[src/rtl/mmio_uart_tx_if.sv]
// Store/load snoop bus between the core's memory stage and the MMIO UART transmitter.
interface mmio_uart_tx_if;
    logic        MemWriteM;
    logic [31:0] DataAdrM;
    logic [31:0] WriteDataM;
    logic [31:0] rdata;

    modport master (output MemWriteM, DataAdrM, WriteDataM, input rdata);
    modport slave  (input MemWriteM, DataAdrM, WriteDataM, output rdata);
endinterface

[src/rtl/mmio_uart_tx.sv]
// Memory-mapped 8N1 UART transmitter: stores to TXDATA feed a small FIFO that is
// serialised LSB first on tx; STATUS is returned combinationally on the load path.
module mmio_uart_tx #(
    parameter int          CLK_DIV    = 16,
    parameter int          FIFO_DEPTH = 4,
    parameter logic [31:0] BASE_ADDR  = 32'h0000_FF00
) (
    input  logic         clk,
    input  logic         reset,
    mmio_uart_tx_if.slave bus,
    output logic         tx,
    output logic         busy,
    output logic         fifo_full
);

    localparam int CNT_W   = $clog2(CLK_DIV);
    localparam int PTR_W   = $clog2(FIFO_DEPTH);
    localparam int COUNT_W = $clog2(FIFO_DEPTH + 1);
    localparam logic [CNT_W-1:0]   LAST_TICK  = CNT_W'(CLK_DIV - 1);
    localparam logic [COUNT_W-1:0] FULL_COUNT = COUNT_W'(FIFO_DEPTH);

    typedef enum logic [1:0] {IDLE, START, DATA, STOP} state_t;

    state_t             r_state, w_nextState;
    logic [CNT_W-1:0]   r_bitCnt, w_bitCntNext;
    logic [2:0]         r_bitIdx, w_bitIdxNext;
    logic [7:0]         r_shift, w_shiftNext;
    logic               r_tx, w_txNext;
    logic [7:0]         r_fifo [FIFO_DEPTH];
    logic [PTR_W-1:0]   r_wrPtr, r_rdPtr;
    logic [COUNT_W-1:0] r_count;
    logic               r_overflow;

    logic       w_bitEnd, w_notEmpty, w_pop, w_pushReq, w_push, w_drop, w_clr;
    logic [3:0] w_status;
    logic       w_unused;

    assign w_bitEnd   = (r_bitCnt == LAST_TICK);
    assign w_notEmpty = (r_count != '0);
    assign w_pushReq  = bus.MemWriteM && (bus.DataAdrM == BASE_ADDR);
    assign w_clr      = bus.MemWriteM && (bus.DataAdrM == BASE_ADDR + 32'd8);
    // A full FIFO still accepts a byte when the head leaves in the same cycle.
    assign w_push     = w_pushReq && ((r_count != FULL_COUNT) || w_pop);
    assign w_drop     = w_pushReq && !w_push;
    assign w_unused   = ^bus.WriteDataM[31:8];

    always_ff @(posedge clk) begin
        if (reset) begin
            r_state    <= IDLE;
            r_bitCnt   <= '0;
            r_bitIdx   <= '0;
            r_shift    <= '0;
            r_tx       <= 1'b1;
            r_wrPtr    <= '0;
            r_rdPtr    <= '0;
            r_count    <= '0;
            r_overflow <= 1'b0;
        end else begin
            r_state  <= w_nextState;
            r_bitCnt <= w_bitCntNext;
            r_bitIdx <= w_bitIdxNext;
            r_shift  <= w_shiftNext;
            r_tx     <= w_txNext;
            if (w_push) r_wrPtr <= r_wrPtr + PTR_W'(1);
            if (w_pop)  r_rdPtr <= r_rdPtr + PTR_W'(1);
            case ({w_push, w_pop})
                2'b10:   r_count <= r_count + COUNT_W'(1);
                2'b01:   r_count <= r_count - COUNT_W'(1);
                default: r_count <= r_count;
            endcase
            if (w_drop)     r_overflow <= 1'b1;
            else if (w_clr) r_overflow <= 1'b0;
        end
    end

    always_ff @(posedge clk) begin
        if (w_push) r_fifo[r_wrPtr] <= bus.WriteDataM[7:0];
    end

    // The stop bit hands straight over to the next start bit when bytes are waiting.
    always_comb begin
        w_nextState = r_state;
        w_pop       = 1'b0;
        case (r_state)
            IDLE: begin
                if (w_notEmpty) begin
                    w_nextState = START;
                    w_pop       = 1'b1;
                end
            end
            START: if (w_bitEnd) w_nextState = DATA;
            DATA:  if (w_bitEnd && (r_bitIdx == 3'd7)) w_nextState = STOP;
            STOP: begin
                if (w_bitEnd) begin
                    if (w_notEmpty) begin
                        w_nextState = START;
                        w_pop       = 1'b1;
                    end else begin
                        w_nextState = IDLE;
                    end
                end
            end
            default: w_nextState = IDLE;
        endcase
    end

    always_comb begin
        w_bitCntNext = ((r_state == IDLE) || w_bitEnd) ? '0 : r_bitCnt + CNT_W'(1);
        w_bitIdxNext = r_bitIdx;
        w_shiftNext  = r_shift;
        if (w_pop) begin
            w_shiftNext = r_fifo[r_rdPtr];
        end else if ((r_state == DATA) && w_bitEnd) begin
            w_shiftNext  = r_shift >> 1;
            w_bitIdxNext = r_bitIdx + 3'd1;
        end
        case (w_nextState)
            START:   w_txNext = 1'b0;
            DATA:    w_txNext = w_shiftNext[0];
            default: w_txNext = 1'b1;
        endcase
    end

    assign tx        = r_tx;
    assign busy      = (r_state != IDLE);
    assign fifo_full = (r_count == FULL_COUNT);
    assign w_status  = {r_overflow, !w_notEmpty, fifo_full, busy};
    assign bus.rdata = (bus.DataAdrM == BASE_ADDR + 32'd4) ? {28'b0, w_status} : 32'b0;

endmodule

[src/flat_wrapper.sv]
// flat-port wrapper written by rule: the top's interface ports become plain ports
module mmio_uart_tx_flat 
#(
    parameter int          CLK_DIV    = 16,
    parameter int          FIFO_DEPTH = 4,
    parameter logic [31:0] BASE_ADDR  = 32'h0000_FF00
)
  (clk, reset, tx, busy, fifo_full, bus_MemWriteM, bus_DataAdrM, bus_WriteDataM, bus_rdata);
  mmio_uart_tx_if bus_i ();
  input  logic clk;
  input  logic reset;
  output logic tx;
  output logic busy;
  output logic fifo_full;
  input wire logic [$bits(bus_i.MemWriteM)-1:0] bus_MemWriteM;
  input wire logic [$bits(bus_i.DataAdrM)-1:0] bus_DataAdrM;
  input wire logic [$bits(bus_i.WriteDataM)-1:0] bus_WriteDataM;
  output wire logic [$bits(bus_i.rdata)-1:0] bus_rdata;
  assign bus_i.MemWriteM = bus_MemWriteM;
  assign bus_i.DataAdrM = bus_DataAdrM;
  assign bus_i.WriteDataM = bus_WriteDataM;
  assign bus_rdata = bus_i.rdata;
  mmio_uart_tx #(.CLK_DIV(CLK_DIV), .FIFO_DEPTH(FIFO_DEPTH), .BASE_ADDR(BASE_ADDR)) u_core (.clk(clk), .reset(reset), .bus(bus_i), .tx(tx), .busy(busy), .fifo_full(fifo_full));
endmodule
[config.mk]
export PLATFORM = sky130hd
export DESIGN_NAME = mmio_uart_tx_flat
export DESIGN_NICKNAME = d
export VERILOG_FILES = /design/src/rtl/mmio_uart_tx_if.sv /design/src/rtl/mmio_uart_tx.sv /design/src/flat_wrapper.sv
export SDC_FILE = /design/constraint.sdc
export NUM_CORES = 1
export LEC_CHECK = 0
export ABC_AREA = 1
export BUFFER_PORTS_ARGS = -buffer_cell sky130_fd_sc_hd__buf_2
export CAP_MARGIN = 30
export CORE_AREA = 2 2 115 72
export CTS_CLUSTER_DIAMETER = 60
export CTS_CLUSTER_SIZE = 40
export DETAILED_ROUTE_END_ITERATION = 10
export DIE_AREA = 0 0 117 74
export GPL_TIMING_DRIVEN = 0
export PLACE_DENSITY = 0.63
export SLEW_MARGIN = 10
export SYNTH_ARGS = -nofsm -noshare
export SYNTH_HDL_FRONTEND = slang
export SYNTH_SLANG_ARGS = --single-unit
[constraint.sdc]
create_clock -name clk -period 4.76 [get_ports clk]
set_input_delay 1.19 -clock clk [delete_from_list [all_inputs] [get_ports clk]]
set_output_delay 1.19 -clock clk [all_outputs]
set_load 0.03 [all_outputs]
## After elaboration in Yosys (flattened, before gate mapping)

Memories as Yosys holds them, arrays and structs flattened. A register that Yosys moved wholly into a read port is not among the register bits.
Cells that the tools add are included.

| storage, ports and cells | value |
|---|---|
| register bits | 26 |
| memory bits (writable) | 32 |
| input bits | 67 |
| output and inout port bits | 35 |
| logic and storage cells | 70 |
| memories kept | 1 |

| cells by class | value |
|---|---|
| $add $sub $neg | 6 |
| equality and inequality tests | 14 |
| muxes and demuxes | 20 |
| bitwise gates (word level) | 1 |
| reduce and logical (&&, ||, !) cells | 18 |

Memories:

| memory | words | bits a word | rd ports | clocked after Yosys merged registers in | wr ports | line | RTL |
|---|---|---|---|---|---|---|---|
| u_core.r_fifo | 4 | 8 | 1 | 1 | 1 | mmio_uart_tx.sv:29 | `logic [7:0] r_fifo [FIFO_DEPTH];` |

Operators with widths:

| kind | number |
|---|---|
| == test 32 x 16 -> 1 bit (second input constant) | 3 |
| two-way mux 8 bit | 2 |
| two-way mux 2 bit | 6 |
| == test 2 bit (second input constant) | 4 |
| one-hot mux 2 bit (4 select lines) | 1 |
| nonzero test 2 bit | 4 |
| two-way mux 1 bit | 7 |
| adder 3 x 1 -> 3 bit (second input constant) | 2 |
| == test 2 x 1 -> 1 bit (second input constant) | 3 |
| == test 3 bit (second input constant) | 2 |
| logical AND 1 bit | 6 |
| one-hot mux 3 bit (2 select lines) | 1 |
| adder 2 x 1 -> 2 bit (second input constant) | 2 |
| adder 4 x 1 -> 4 bit (second input constant) | 1 |
| == test 4 bit (second input constant) | 1 |
| two-way mux 4 bit | 1 |
| one-hot mux 1 bit (2 select lines) | 2 |
| != test 3 bit (second input constant) | 1 |
| nonzero test 3 bit | 1 |
| subtractor 3 x 1 -> 3 bit (second input constant) | 1 |
| zero test 1 bit | 2 |
| zero test 2 bit | 1 |
| logical OR 1 bit | 2 |
| AND reduction 2 bit | 1 |
| other kinds (2) | 2 |

## Depth between registers and ports, before layout

Gate-level depths: netlist of the first run.

| logic depth | value |
|---|---|
| word-level depth | 9 |
| depth in mapped cells | 14 |

## Worst setup path before layout of the first run

No wires, ideal clock.

| timing | value |
|---|---|
| kind | input port to output port |
| start | in bus_DataAdrM[31] |
| end | out bus_rdata[0] |
| arrival time | 2.130 ns |
| required time | 3.570 ns |
| path slack | 1.440 ns |
| stages on the path | 7 |
| buffers on the path | 0 |
| cell sequence | nor2_1 -> nand2_1 -> nor2_1 -> nand2_1 -> inv_1 -> nand4_1 -> nor2_1 |

| on the way | value |
|---|---|
| longest elaborated chain between the ends | 2 |

Ends and longest elaborated chain:

| item | line | RTL |
|---|---|---|
| from (decl) | flat_wrapper.sv:16 | `input wire logic [$bits(bus_i.DataAdrM)-1:0] bus_DataAdrM;` |
| == test 32 x 16 -> 1 bit | mmio_uart_tx.sv:128 | `assign bus.rdata = (bus.DataAdrM == BASE_ADDR + 32'd4) ? {28'b0, w_status} : 32'b0;` |
| two-way mux 4 bit | mmio_uart_tx.sv:128 |  |
| to (decl) | flat_wrapper.sv:18 | `output wire logic [$bits(bus_i.rdata)-1:0] bus_rdata;` |

Every way passes these cells.

## Worst setup path in the final report of the first run

| timing | value |
|---|---|
| start | in bus_DataAdrM[23] |
| end | out bus_rdata[0] |

The elaborated chain is that of the path after synthesis.

==> impl_metrics.toml, run 1 <==
[sta]
fin_skew_ns = 0.00817
fmax_mhz = 295
final.setup.tns_ns = 0
fin_crit_ns = 3.39
fin_crit_sh_pct = 71.3
tightest_slew_ns = 0.852
rsz0062_at_grt = "no"
final_hold_viol_count = 0
setup_viol = 0
whs_ns = 0.457
finalWorstSetupSlack_ns = 1.37
drv_slew = 0
relSlewSlack_pct = 43.0

[synth]
synth_async_sr_flop_share_pct = 0
synthDistinctLibCells = 38
synth_top_area_share_pct = 31.6
ys_ff_latch = 60
synthMostInstantiatedCell = "nor2_1"
ys_top_cells_by_count = "50 x nor2_1, 49 x nand2_1, 37 x inv_1"
yosys-top-cells-area = "edfxtp_1 32%, dfxtp_1 18%, buf_4 7.4%"
synth-edff-count = 32
synth_area_um2 = 3040
synth_cells = 332
ys_seq_area_share_pct = 50.1
synth_ff_type = "edfxtp_1"
yosysTopAreaCell = "edfxtp_1"
ys_warn_count = 0
synth_area_per_cell_um2 = 9.15

[drt]
first_iter_violations = 125
first_pass_iters = 4
drt_wl_total_um = 5990
viasPerCell = 4.35
vias = 2312
routedWlPerCell_um = 11.3
ant_nets = 0
drc_errors = 0

[min_path]
hold_start = "u_core.r_rdPtr[1]"
hp-class = "reg2reg"

[critical_path]
cp-startpoint = "bus_DataAdrM[23]"
crit_slowest_cell = "buf_2"
worst-r2r-setup-slack_ns = 2.38
critPathArrivalTime_ns = 2.20
crit_required_ns = 3.57
worst_setup_path_start_kind = "primary input"
timing.rr.start = "u_core.r_state[0]"
critical_path_class = "in2out"
cp_max_fo = 4
max_stage_delay_ns = 0.21
cp-end-kind = "output pin"
cpMostUsedCell = "nor2_1"
crit_chain = "buf_2 -> nor2_1 -> nand2_1 -> nor2_1 -> nand2_1 -> inv_1 -> nand4_1 -> nor2_1 -> buf_2"

[clock_network]
clock-sinks = 60
clkTransAtPathRegs_ns = 0.05
clock_latency_ns = 0.32
postCtsSetupBuffers = 0
postCtsHoldBufs = 0
cts_max_level = 3
cts.path.max_buffers = 2
cts_buffers = 9
cts_resized = 0
cts_root_buf = "clkbuf_16"
cts_tree = "built"

[placement]
placed_cells = 516
io_buffers = 49
dp_hpwl_um = 4550
gp_congestion = 0.798
post-place-ws_ns = 1.36

[finish]
finalNetCount = 499
areaGrowthSynthToFinish_pct = 26.8
fill_cells = 731
antenna_cells = 0
fin_cells = 532
drive_above_1_share_pct = 26.9

[global_route]
grt_max_degree = 12
grt_pass1_wl_um = 10000
grt_pass1_vias = 2139
antenna_found_initial = 0
track_usage_pct = 15.3
gr-total-overflow = 0

[status]
status = "complete, no violations"

[power]
power-per-cell-area_nw_per_um2 = 510
power_mw = 1.97
p_leak_nw = 1.75
vdd_drop_max_mv = 0.216

[floorplan]
coreArea_um2 = 7660
dieArea_um2 = 8660
rows = 25
die_h_um = 74
fp.dieW_um = 117
start_util_pct = 39.6
ioPinCount = 102

[flow_run]
max_cap_violations = 0
[per-layer routing]
layer	track usage, %	part of all wire, %	up-vias
met1	20.5	50	1038
met3	3.67	4.4	2
met4	5.10	0.48	0
met2	24.9	45	57
met5	0	0	-
li1	-	-	1215
[worst max-delay path: cells and delay by family]
kind,cells,cell delay (ns)
simple gates,6,0.64
buf+inv,3,0.38
[area by class of cell]
type	instances	area, um^2	share of cell area [%]
plain buffers	34	250	6.50
clock inverters	6	104	2.70
multi-input cells	222	1200	31.2
inverters	43	164	4.26
flip-flops and latches	60	1520	39.5
repair buffers	49	245	6.37
clock buffers	10	229	5.95
well taps	108	135	3.51
[state kept, by name (all words and copies together) (netlist names), named ones only]
name and count:
u_core.r_fifo 32, u_core.r_shift 8, u_core.r_bitCnt 4, u_core.r_bitIdx 3
u_core.r_count 3, u_core.r_rdPtr 2, u_core.r_state 2, u_core.r_wrPtr 2
u_core.r_overflow 1, u_core.tx 1
[path summary, 6_finish.rpt]
kind	endpoint	cells past startpoint
max	bus_rdata[0]	9
max reg2reg	u_core.r_fifo[0][6]	7
min reg2reg	register	2
min	register	2
[placed cells by master, fill, tap and decap left out, drive strengths merged, types with 2 or more instances in the layout]
cell type / count
buf: 82
nand2: 54
nor2: 52
inv: 42
edfxtp: 32
dfxtp: 28
conb: 28
o21ai: 20
a21oi: 16
ha: 12
clkbuf: 11
nand3: 10
o22ai: 6
mux2i: 5
o221ai: 5
nand4: 5
clkinv: 4
bufinv: 3
o32ai: 2
[stage by stage]
| step | instance area, um^2 | utilization [%] |
|---|---|---|
| 2_1_floorplan | 3140 | - |
| 3_3_place_gp | 3520 | 45.9 |
| 3_5_place_dp | 3520 | 45.9 |
| 4_1_cts | 3850 | 50.3 |
| 5_1_grt | 3850 | 50.3 |
| 6_report | 3850 | 50.3 |
[power by group]
part / internal [mW] / switching [mW]
registers: 0.605 / 0.0355
clock network: 0.507 / 0.214
logic: 0.223 / 0.381
[cells by family after synthesis]
group           Yosys count  share of synthesized area [%]
compound gates           52                           10.4
xor+xnor                  1                          0.288
fa+ha+maj                13                           5.60
buf+inv                  77                           13.6
flops                    60                           50.1
mux                       5                           1.65
other cells               1                          0.123
simple gates            123                           18.2
Note: power is estimated with default switching activity, not from simulation.
==> run 2, diff against run 1 <==
--- a/config.mk
+++ b/config.mk
@@ -14,7 +14,7 @@
 export DETAILED_ROUTE_END_ITERATION = 10
 export DIE_AREA = 0 0 117 74
 export GPL_TIMING_DRIVEN = 0
-export PLACE_DENSITY = 0.63
+export PLACE_DENSITY = 0.65
 export SLEW_MARGIN = 10
 export SYNTH_ARGS = -nofsm -noshare
 export SYNTH_HDL_FRONTEND = slang
==> constraint.sdc (replaced) <==
create_clock -name clk -period 3 [get_ports clk]
set_input_delay 0.75 -clock clk [delete_from_list [all_inputs] [get_ports clk]]
set_output_delay 0.75 -clock clk [all_outputs]
set_load 0.03 [all_outputs]
==> impl_metrics.toml, run 2 (synthesis gave the netlist of run 1 again) <==
[power]
power_mw = 3.16
vdd_drop_max_mv = 0.394
p_leak_nw = 1.75
netSwitchingPower_mw = 1.01
p_clk_share_pct = 37.2
p_int_mw = 2.14
pwr-share-seq_pct = 32.3
power-per-cell-area_nw_per_um2 = 817
comb_power_share_pct = 30.5
swShare_pct = 32.1

[clock_network]
cts_buffers = 9
cts_max_level = 3
cts_root_buf = "clkbuf_16"
cts_tree = "built"
clock_latency_ns = 0.32
cts_resized = 0
clock-sinks = 60
postCtsHoldBufs = 0
clkTransAtPathRegs_ns = 0.05
postCtsSetupBuffers = 0
cts.path.max_buffers = 2

[critical_path]
crit_end = "bus_rdata[0]"
worst_setup_path_start_kind = "primary input"
timing.rr.start = "u_core.r_state[0]"
cp_max_fo = 4
cp-startpoint = "bus_DataAdrM[19]"
worst-r2r-setup-slack_ns = 0.58
r2r-end = "u_core.r_fifo[0][1]"
crit_required_ns = 2.25
reg2reg_depth = 7
critical_path_class = "in2out"
critPathArrivalTime_ns = 1.77
cp-end-kind = "output pin"

[floorplan]
die_h_um = 74
coreArea_um2 = 7660
start_util_pct = 39.6
rows = 25
dieArea_um2 = 8660
fp.dieW_um = 117
ioPinCount = 102

[drt]
first_iter_violations = 123
drt_wl_total_um = 6100
first_pass_iters = 4
viasPerCell = 4.42
routedWlPerCell_um = 11.5
drc_errors = 0
vias = 2353
ant_nets = 0

[finish]
largest-register = "u_core.r_fifo"
top_regs = "u_core.r_fifo: 32 flops, u_core.r_shift: 8 flops, u_core.r_bitCnt: 4 flops"
finalNetCount = 499
fin_util_pct = 50.4
mostFrequentLayoutCells = "51 x buf_2, 50 x nor2_1, 49 x nand2_1"
fill_cells = 730
areaGrowthSynthToFinish_pct = 27.2
drive_above_1_share_pct = 27.1
fin_area_um2 = 3860
largest_reg_flops = 32
final_common_cell = "buf_2"
antenna_cells = 0

[global_route]
grt_pass1_vias = 2285
grt_max_degree = 12
antenna_found_initial = 0
grt_pass1_wl_um = 10300
track_usage_pct = 15.7
gr-total-overflow = 0

[sta]
fin_crit_ns = 2.52
final.setup.tns_ns = 0
fin_skew_ns = 0.00510
fin_crit_sh_pct = 84.0
final_hold_viol_count = 0
rsz0062_at_grt = "no"
relSlewSlack_pct = 43.4
whs_ns = 0.444
tightest_slew_ns = 0.846
setup_viol = 0
fmax_mhz = 397
drv_slew = 0

[min_path]
hold_start = "u_core.r_bitCnt[0]"
hp-class = "reg2reg"

[placement]
gp_congestion = 0.721
io_buffers = 49
dpl_cell_area_um2 = 3520
dp_hpwl_um = 4590

[status]
status = "complete, no violations"

[flow_run]
max_cap_violations = 0
==> run 2: layer usage <==
metal	part of all wire [%]	global-route usage (%)	vias to the layer above	wire length (um)
met1	46	20.2	1070	2810
met5	0	0	-	0
met4	1.2	5.10	0	73
met3	5.6	4.48	7	343
li1	-	-	1220	-
met2	47	26.0	56	2880
==> run 2: power by group through the flow <==
stage	logic (mW)	registers (mW)	clock network, mW
after global placement	0.926	1.03	0
after CTS	0.968	1.02	1.19
after detailed placement	0.951	1.03	0
after floorplan	0.743	1.03	0
final	0.962	1.02	1.17
after global routing	1.08	1.03	1.22
==> run 2: area by class of cell <==
| class | instances | area (um^2) | area share (%) |
|---|---|---|---|
| Tap cell | 108 | 135 | 3.50 |
| Buffer | 34 | 250 | 6.48 |
| Multi-Input combinational cell | 222 | 1200 | 31.1 |
| Clock buffer | 11 | 243 | 6.29 |
| Inverter | 43 | 164 | 4.24 |
| Clock inverter | 5 | 100 | 2.59 |
| Sequential cell | 60 | 1520 | 39.4 |
| Timing Repair Buffer | 49 | 245 | 6.35 |
==> run 2: worst min path at each step <==
stage / end / slack, ns / cells past startpoint
floorplan: u_core.r_bitCnt[0] / 0.42 / 1
global placement: u_core.r_bitCnt[0] / 0.44 / 1
detailed placement: u_core.r_bitCnt[0] / 0.44 / 1
CTS: u_core.r_bitCnt[0] / 0.45 / 1
global route: u_core.r_bitCnt[0] / 0.47 / 1
finish: u_core.r_bitCnt[0] / 0.44 / 1
==> run 2: worst max-delay path, stage by stage <==
cell	delay [ns]
buf_2	0.09
nor2_1	0.10
nand2_1	0.06
nor2_1	0.09
nand2_1	0.12
inv_1	0.07
nand4_1	0.15
nor2_1	0.13
buf_2	0.21
==> run 2: metrics by stage <==
step / cells / worst slack (ns)
after floorplan: 359 / 0.560
after global placement: 516 / 0.312
after detailed placement: 516 / 0.266
after CTS: 532 / 0.452
after global routing: 532 / 0.232
final: 532 / 0.479
